File: config.mk
export PLATFORM = sky130hd
export DESIGN_NAME = mem_stage
export DESIGN_NICKNAME = d
export VERILOG_FILES = /design/src/rtl/mem_stage_pkg.sv /design/src/rtl/mem_access_fsm.sv /design/src/rtl/mem_stage.sv
export SDC_FILE = /design/constraint.sdc
export NUM_CORES = 1
export LEC_CHECK = 0
export ABC_AREA = 1
export CORE_MARGIN = 3
export CORE_UTILIZATION = 40
export CTS_CLUSTER_DIAMETER = 40
export CTS_CLUSTER_SIZE = 12
export DETAILED_ROUTE_END_ITERATION = 10
export DONT_BUFFER_PORTS = 1
export PLACE_DENSITY = 0.63
export RECOVER_POWER = 50
export SLEW_MARGIN = 30
export SYNTH_ARGS = -nofsm -noshare
export SYNTH_HDL_FRONTEND = slang
export SYNTH_SLANG_ARGS = --single-unit
File: constraint.sdc
create_clock -name clk -period 5 [get_ports clk]
set_input_delay 0.75 -clock clk [delete_from_list [all_inputs] [get_ports clk]]
set_output_delay 0.75 -clock clk [all_outputs]
set_load 0.01 [all_outputs]
File: src/rtl/mem_stage_pkg.sv
// Shared types for the memory stage: FSM encoding, default widths,
// and the EX/MEM and MEM/WB pipeline bundles.
package mem_stage_pkg;

  localparam int DATA_W_DEF = 32;
  localparam int REG_W_DEF  = 5;

  typedef enum logic {
    ST_IDLE   = 1'b0,
    ST_ACCESS = 1'b1
  } state_t;

  typedef struct packed {
    logic                  valid;
    logic [DATA_W_DEF-1:0] alu_out;
    logic [DATA_W_DEF-1:0] wdata;
    logic [REG_W_DEF-1:0]  reg_dest;
    logic                  mem_read;
    logic                  mem_write;
    logic                  reg_write;
    logic                  mem_to_reg;
  } ex_mem_t;

  typedef struct packed {
    logic                  valid;
    logic                  reg_write;
    logic [REG_W_DEF-1:0]  reg_dest;
    logic [DATA_W_DEF-1:0] data;
  } mem_wb_t;

  // Register 0 is hardwired, so it is never a write or forward target.
  function automatic logic writes_reg(
    input logic                 valid,
    input logic                 reg_write,
    input logic [REG_W_DEF-1:0] dest
  );
    return valid & reg_write & (dest != '0);
  endfunction

endpackage

File: src/rtl/mem_access_fsm.sv
// Data-memory access sequencer: IDLE/ACCESS state, wait counter,
// request, stall and timeout generation.
module mem_access_fsm
  import mem_stage_pkg::*;
#(
  parameter int TIMEOUT = 255
) (
  input  logic   clk,
  input  logic   rst,
  input  logic   start,
  input  logic   ack,
  output state_t state,
  output logic   req,
  output logic   stall,
  output logic   timeout_hit
);

  localparam int CW = (TIMEOUT > 1) ? $clog2(TIMEOUT + 1) : 1;

  logic [CW-1:0] count;

  assign req         = (state == ST_ACCESS);
  assign timeout_hit = req & ~ack & (count == CW'(TIMEOUT - 1));
  assign stall       = req & ~ack & ~timeout_hit;

  // A non-stall edge is exactly when EX/MEM reloads, so the next
  // state follows whatever instruction is being loaded.
  always_ff @(posedge clk or posedge rst) begin
    if (rst) begin
      state <= ST_IDLE;
      count <= '0;
    end else if (!stall) begin
      state <= start ? ST_ACCESS : ST_IDLE;
      count <= '0;
    end else begin
      count <= count + 1'b1;
    end
  end

endmodule

File: src/rtl/mem_stage.sv
// Memory pipeline stage: EX/MEM register, data-memory handshake,
// MEM/WB register and forwarding taps.
module mem_stage
  import mem_stage_pkg::*;
#(
  parameter int DATA_W  = DATA_W_DEF,
  parameter int REG_W   = REG_W_DEF,
  parameter int TIMEOUT = 255
) (
  input  logic              clk,
  input  logic              rst,
  input  logic              ex_valid,
  input  logic [DATA_W-1:0] ex_alu_out,
  input  logic [DATA_W-1:0] ex_wdata,
  input  logic [REG_W-1:0]  ex_reg_dest,
  input  logic              ex_mem_read,
  input  logic              ex_mem_write,
  input  logic              ex_reg_write,
  input  logic              ex_mem_to_reg,
  output logic              stall,
  output logic              dmem_req,
  output logic              dmem_we,
  output logic [DATA_W-1:0] dmem_addr,
  output logic [DATA_W-1:0] dmem_wdata,
  input  logic              dmem_ack,
  input  logic [DATA_W-1:0] dmem_rdata,
  output logic [DATA_W-1:0] pre_data,
  output logic [REG_W-1:0]  pre_reg_dest,
  output logic              pre_reg_write,
  output logic              wb_valid,
  output logic              wb_reg_write,
  output logic [REG_W-1:0]  wb_reg_dest,
  output logic [DATA_W-1:0] wb_data,
  output logic              mem_err
);

  ex_mem_t           exm;
  mem_wb_t           mwb;
  state_t            state;
  logic              req;
  logic              timeout_hit;
  logic              start;
  logic              ack_ok;
  logic [DATA_W-1:0] wb_mux;

  assign start  = ex_valid & (ex_mem_read | ex_mem_write);
  assign ack_ok = dmem_ack & req;

  mem_access_fsm #(
    .TIMEOUT(TIMEOUT)
  ) u_fsm (
    .clk        (clk),
    .rst        (rst),
    .start      (start),
    .ack        (dmem_ack),
    .state      (state),
    .req        (req),
    .stall      (stall),
    .timeout_hit(timeout_hit)
  );

  // An aborted load has no data to return, so it writes back zero.
  always_comb begin
    wb_mux = exm.alu_out;
    if (exm.mem_to_reg) wb_mux = ack_ok ? dmem_rdata : '0;
  end

  always_ff @(posedge clk or posedge rst) begin
    if (rst) begin
      exm     <= '0;
      mwb     <= '0;
      mem_err <= 1'b0;
    end else begin
      if (timeout_hit) mem_err <= 1'b1;
      if (!stall) begin
        if (ex_valid) begin
          exm <= '{valid:      1'b1,
                   alu_out:    ex_alu_out,
                   wdata:      ex_wdata,
                   reg_dest:   ex_reg_dest,
                   mem_read:   ex_mem_read,
                   mem_write:  ex_mem_write,
                   reg_write:  ex_reg_write,
                   mem_to_reg: ex_mem_to_reg};
        end else begin
          exm <= '0;
        end
        mwb <= '{valid:     exm.valid,
                 reg_write: writes_reg(exm.valid, exm.reg_write,
                                       exm.reg_dest),
                 reg_dest:  exm.reg_dest,
                 data:      wb_mux};
      end
    end
  end

  // A store wins when read and write are both set.
  assign dmem_req      = req;
  assign dmem_we       = req & exm.mem_write;
  assign dmem_addr     = exm.alu_out;
  assign dmem_wdata    = exm.wdata;

  assign pre_data      = exm.alu_out;
  assign pre_reg_dest  = exm.reg_dest;
  assign pre_reg_write = writes_reg(exm.valid, exm.reg_write, exm.reg_dest);

  assign wb_valid      = mwb.valid;
  assign wb_reg_write  = mwb.reg_write;
  assign wb_reg_dest   = mwb.reg_dest;
  assign wb_data       = mwb.data;

endmodule

; ---- Yosys cells after proc, flatten, opt, wreduce, memory -nomap -nowiden
; Cells that the tools add are included.
[word_totals]
in_bits = 109
register_bits = 122
word_cells = 33
[classes]
muxes = 5
n_addsub = 1
n_eq_ne = 1
n_reduce_logical = 1
bitwise = 11
[op_table]
columns = op, count
row1 = two-way mux 74 bit, 1
row2 = two-way mux 32 bit, 2
row3 = adder 8 x 1 -> 8 bit (second input constant), 1
row4 = bitwise AND 1 bit, 8
row5 = == test 8 bit (second input constant), 1
row6 = two-way mux 8 bit, 1
row7 = nonzero test 5 bit, 1
row8 = inverter 1 bit, 2
row9 = two-way mux 1 bit, 1
row10 = bitwise OR 1 bit, 1

; ---- Logic depth before layout (Yosys ltp)
[depth]
depth_word = 6
depth_mapped = 10
mapped_depth_nobuf = 8

; ---- By module
; Synthesis repeated with hierarchy kept, for this count alone.
[hier_totals]
hier_cells = 693
area_unflattened_um2 = 6059.6
[modules_own_cells]
columns = mod, seq_area_each_um2, n_inst, cells_per_inst, area_each_um2
row1 = mem_stage, 2827.7, 1, 635, 5585.4
row2 = mem_access_fsm, 225.2, 1, 58, 474.2

; ---- Worst setup path after synthesis
; Ideal clock, no wire load.
[synth_path]
path_type = input to output
from = input dmem_ack
to = output stall
arrival_ns = 1.409
setup_slack_ns = 2.841
t_required_ns = 4.250
n_path_buf = 2
stages = 5
path_cell_list = nor2_2 > nand2_2 > buf_6 > buf_2 > inv_1
[synth_between]
elab_chain_len = 5
[synth_lines]
columns = element, line_no
row1 = start: declaration, mem_stage.sv:25  ; input logic dmem_ack,
row2 = inverter 1 bit (*), "mem_access_fsm.sv:23, mem_access_fsm.sv:24"
row3 = bitwise AND 1 bit (*), "mem_access_fsm.sv:23, mem_access_fsm.sv:24"
row4 = bitwise AND 1 bit, mem_access_fsm.sv:23  ; assign timeout_hit = req & ~ack & (count == CW'(TIMEOUT - 1));
row5 = inverter 1 bit, mem_access_fsm.sv:24  ; assign stall = req & ~ack & ~timeout_hit;
row6 = bitwise AND 1 bit (*), mem_access_fsm.sv:24
row7 = end: declaration, mem_stage.sv:20  ; output logic stall,
; Every way passes the cells marked *; elsewhere a longest branch is shown, timed or not.

==> metrics.md <==
| Metric | Value |
|---|---|
| Status | complete, but fails checks |
| Failing checks | max-capacitance violations, max-slew violations |
| Internal power | 1.91 mW |
| Vias per inst | 4.94 |
| Critical path launch point type | input pin |
| H-tree Lvls | 4 |
| Period utilization | 0.574 |
| Clock share of power | 0.453 |
| Worst slack at placement | 2.68 ns |
| YS warnings | 0 |
| Number of diodes | 0 |
| Reg2reg end | wb_data[4] |
| Worst hold stages | 2 |
| CP bufs+invs | 2 |
| DR pass1 iterations | 7 |
| Layout fillers | 1643 |
| CTS tree | done |
| Worst IR Drop VDD | 215 µV |
| Synth cell types | 19 |
| Post-layout nets | 894 |
| Area occupied by multi-input gates | 0.00225 mm² |
| Final setup fails | 0 |
| Routed wire length | 16200 µm |
| Die width | 136 µm |
| Syn Inst Count | 913 |
| Max stage delay cell, worst path | clkinvlp_2 |
| # resized after CTS | 0 |
| Reg-to-reg setup timing slack | 2.89 ns |
| Io pins | 254 |
| HP Class | input pin to flip-flop |
| Hold Violations, Final | 0 |
| FMAX | 349 MHz |
| Finished Layout Cells | 1012 |
| Avg Cell Area, Syn | 7.41 µm² |
| Arrival @ worst endpoint | 3.35 ns |
| Worst Max-Slew Pin Slew | 3.21 ns |
| CTS Buf Count | 17 |
| DRC errors left | 0 |
| Cell Area, Synth | 0.00677 mm² |
| Vias in the first global route | 4574 |
| Mapped Nets | 1024 |
| Worst-Skew Late Latency | 0.41 ns |
| Die area | 0.0185 mm² |
| Worst-path maximum fanout | 72 |
| Ratio of cells with drive above 1 in the final layout | 0.0578 |
| Vias | 5004 |
| Leak pwr | 3.88 nW |
| Core footprint | 0.0162 mm² |
| #FFs+latches synth | 122 |
| Switch Pwr | 775 µW |
| Register area share after synthesis | 0.451 |
| Avg WL per Cell | 16.0 µm |
| R2R depth | 6 |
| Kind of end point of the critical path | asynchronous set/reset pin |
| Initial drt markers | 259 |
| CP top delay family | buffers and inverters |
| Critical path type | input pin to asynchronous set/reset pin |
| Root Driver | clkbuf_16 |
| # rows | 46 |
| Pwr Density | 402 mW/mm² |
| Largest net degree at the start of global routing | 122 |
| Total GRT Usage | 0.173 |
| Final ANT Viol Nets | 0 |
| Post CTS Setup Buffer Count | 0 |
| Hold Path Origin | ex_valid |
| CTS Hold Bufs | 0 |
| Final WS setup | 2.13 ns |
| Layout area overhead | -1.50% |
| Detailed placement HPWL | 10100 µm |
| Min Tclk post-route | 2.87 ns |
| PortBufs | 0 |
| GRT overflow | 0 |
| Final Util | 0.411 |
| Seq pwr share | 0.457 |
| Fin. max-slew vios | 73 |
| Unrepaired setup endpoints after global routing | no |
| Reg clk slew, reported paths | 0.06 ns |
| CTS Buffer Depth | 2 |
| Global-route wire length before repair | 25100 µm |
| DIE HEIGHT | 136 µm |
| Relative slew slack | -1.15 |
| Switching Share | 0.289 |
| Worst Skew | 0.00940 ns |
| Comb pwr share | 0.090 |
| Hold endpoint | exm[73] |
| Maxcap violations | 1 |
| Initial antenna violation count | 0 |
| GPL Wtd Cong | 0.721 |
| Critical path required time | 5.48 ns |
| FF+latch area | 0.00305 mm² |
| CP peak stage delay | 1.76 ns |
| CP cell instances | clkinvlp_2 -> buf_4 |
| Reg2reg start | u_fsm.req |
| DP Cell Count | 980 |
| Num Clock Sinks | 122 |
| Initial Util | 0.417 |
| TNS Setup | 0 ns |
worst max path at each step:
stage | slack, ns | end | depth (start not counted) | from
finish | 2.13 | wb_data[9] | 2 | rst
global route | 1.53 | dmem_addr[6] | 2 | rst
CTS | 2.49 | stall | 5 | u_fsm.req
detailed placement | 2.68 | wb_data[4] | 5 | dmem_ack
global placement | 2.67 | dmem_wdata[30] | 5 | dmem_ack
floorplan | 1.01 | dmem_addr[0] | 1 | rst
layout make-up:
type	count	area share
clock buffer	18	0.0659
clock inverter	14	0.0220
inverter	116	0.0655
multi-input combinational	519	0.337
sequential	122	0.458
tap	216	0.0406
timing repair buffer	7	0.0103
layout by cell type (no fill, tap or decap), types with 2 or more instances in the layout:
cell,synthesis,routed
nand2_4,0,2
inv_1,116,115
clkinv_2,0,4
clkinvlp_4,0,3
nor2_4,1,2
buf_4,115,5
clkbuf_16,0,17
nand2_1,344,344
bufinv_16,0,2
nor2_1,13,13
xor2_1,2,2
dfrtp_1,122,121
nand3_1,117,117
o22ai_1,32,32
o21bai_1,2,2
inv_6,0,3
clkinv_4,0,2
ha_1,2,2
sequential cells by signal (all words and copies together) (netlist names):
name / cells
dmem_addr: 32
pre_reg_dest: 5
u_fsm.req: 1
dmem_wdata: 32
exm: 4
wb_valid: 1
mem_err: 1
wb_reg_dest: 5
u_fsm.count: 8
wb_data: 32
wb_reg_write: 1
cells in the mapped netlist (all sizes together):
cell	instances	area share
nand3	117	0.087
ha	2	0.0037
inv	116	0.064
o22ai	32	0.030
clkbuf	20	0.011
dfrtp	122	0.45
nor2	15	0.0098
xor2	2	0.0026
o21bai	2	0.0022
o21ai	1	0.00074
xnor2	1	0.0013
nand2	347	0.19
buf	136	0.14
cells by family (layout without fill, tap and decap cells):
group / count (synthesis) / in the layout / share of synthesized area
and+or+nand+nor: 479 / 479 / 0.290
xor gates and xnor gates: 3 / 3 / 0.00388
adders and majority gates: 2 / 2 / 0.00370
DFF: 122 / 122 / 0.451
buffers and inverters: 272 / 155 / 0.219
AOI/OAI and AO/OA: 35 / 35 / 0.0325
power by group through the flow:
stage | Clock (mW) | Combinational, mW | Sequential [mW]
6_report | 1.21 | 0.242 | 1.23
5_1_grt | 1.29 | 0.285 | 1.24
2_1_floorplan | 0 | 0.347 | 1.17
3_3_place_gp | 0 | 0.241 | 1.25
3_5_place_dp | 0 | 0.248 | 1.24
4_1_cts | 1.24 | 0.248 | 1.23
metrics by stage:
step           total power [mW]  area (µm²)  hold WS (ns)
2_1_floorplan              1.51        6770         0.455
3_5_place_dp               1.49        6080         0.480
6_report                   2.68        6660         0.463
5_1_grt                    2.81        6660         0.459
4_1_cts                    2.72        6670         0.438
3_3_place_gp               1.49        6080         0.474
routing by layer:
metal | up-vias | share of wire | global-route usage
li1 | 2429 | - | -
met4 | 0 | 0.0061 | 0.0470
met2 | 259 | 0.45 | 0.261
met5 | - | 0 | 0
met3 | 6 | 0.12 | 0.0770
met1 | 2310 | 0.42 | 0.227
Power figures use the tool's default switching activity.
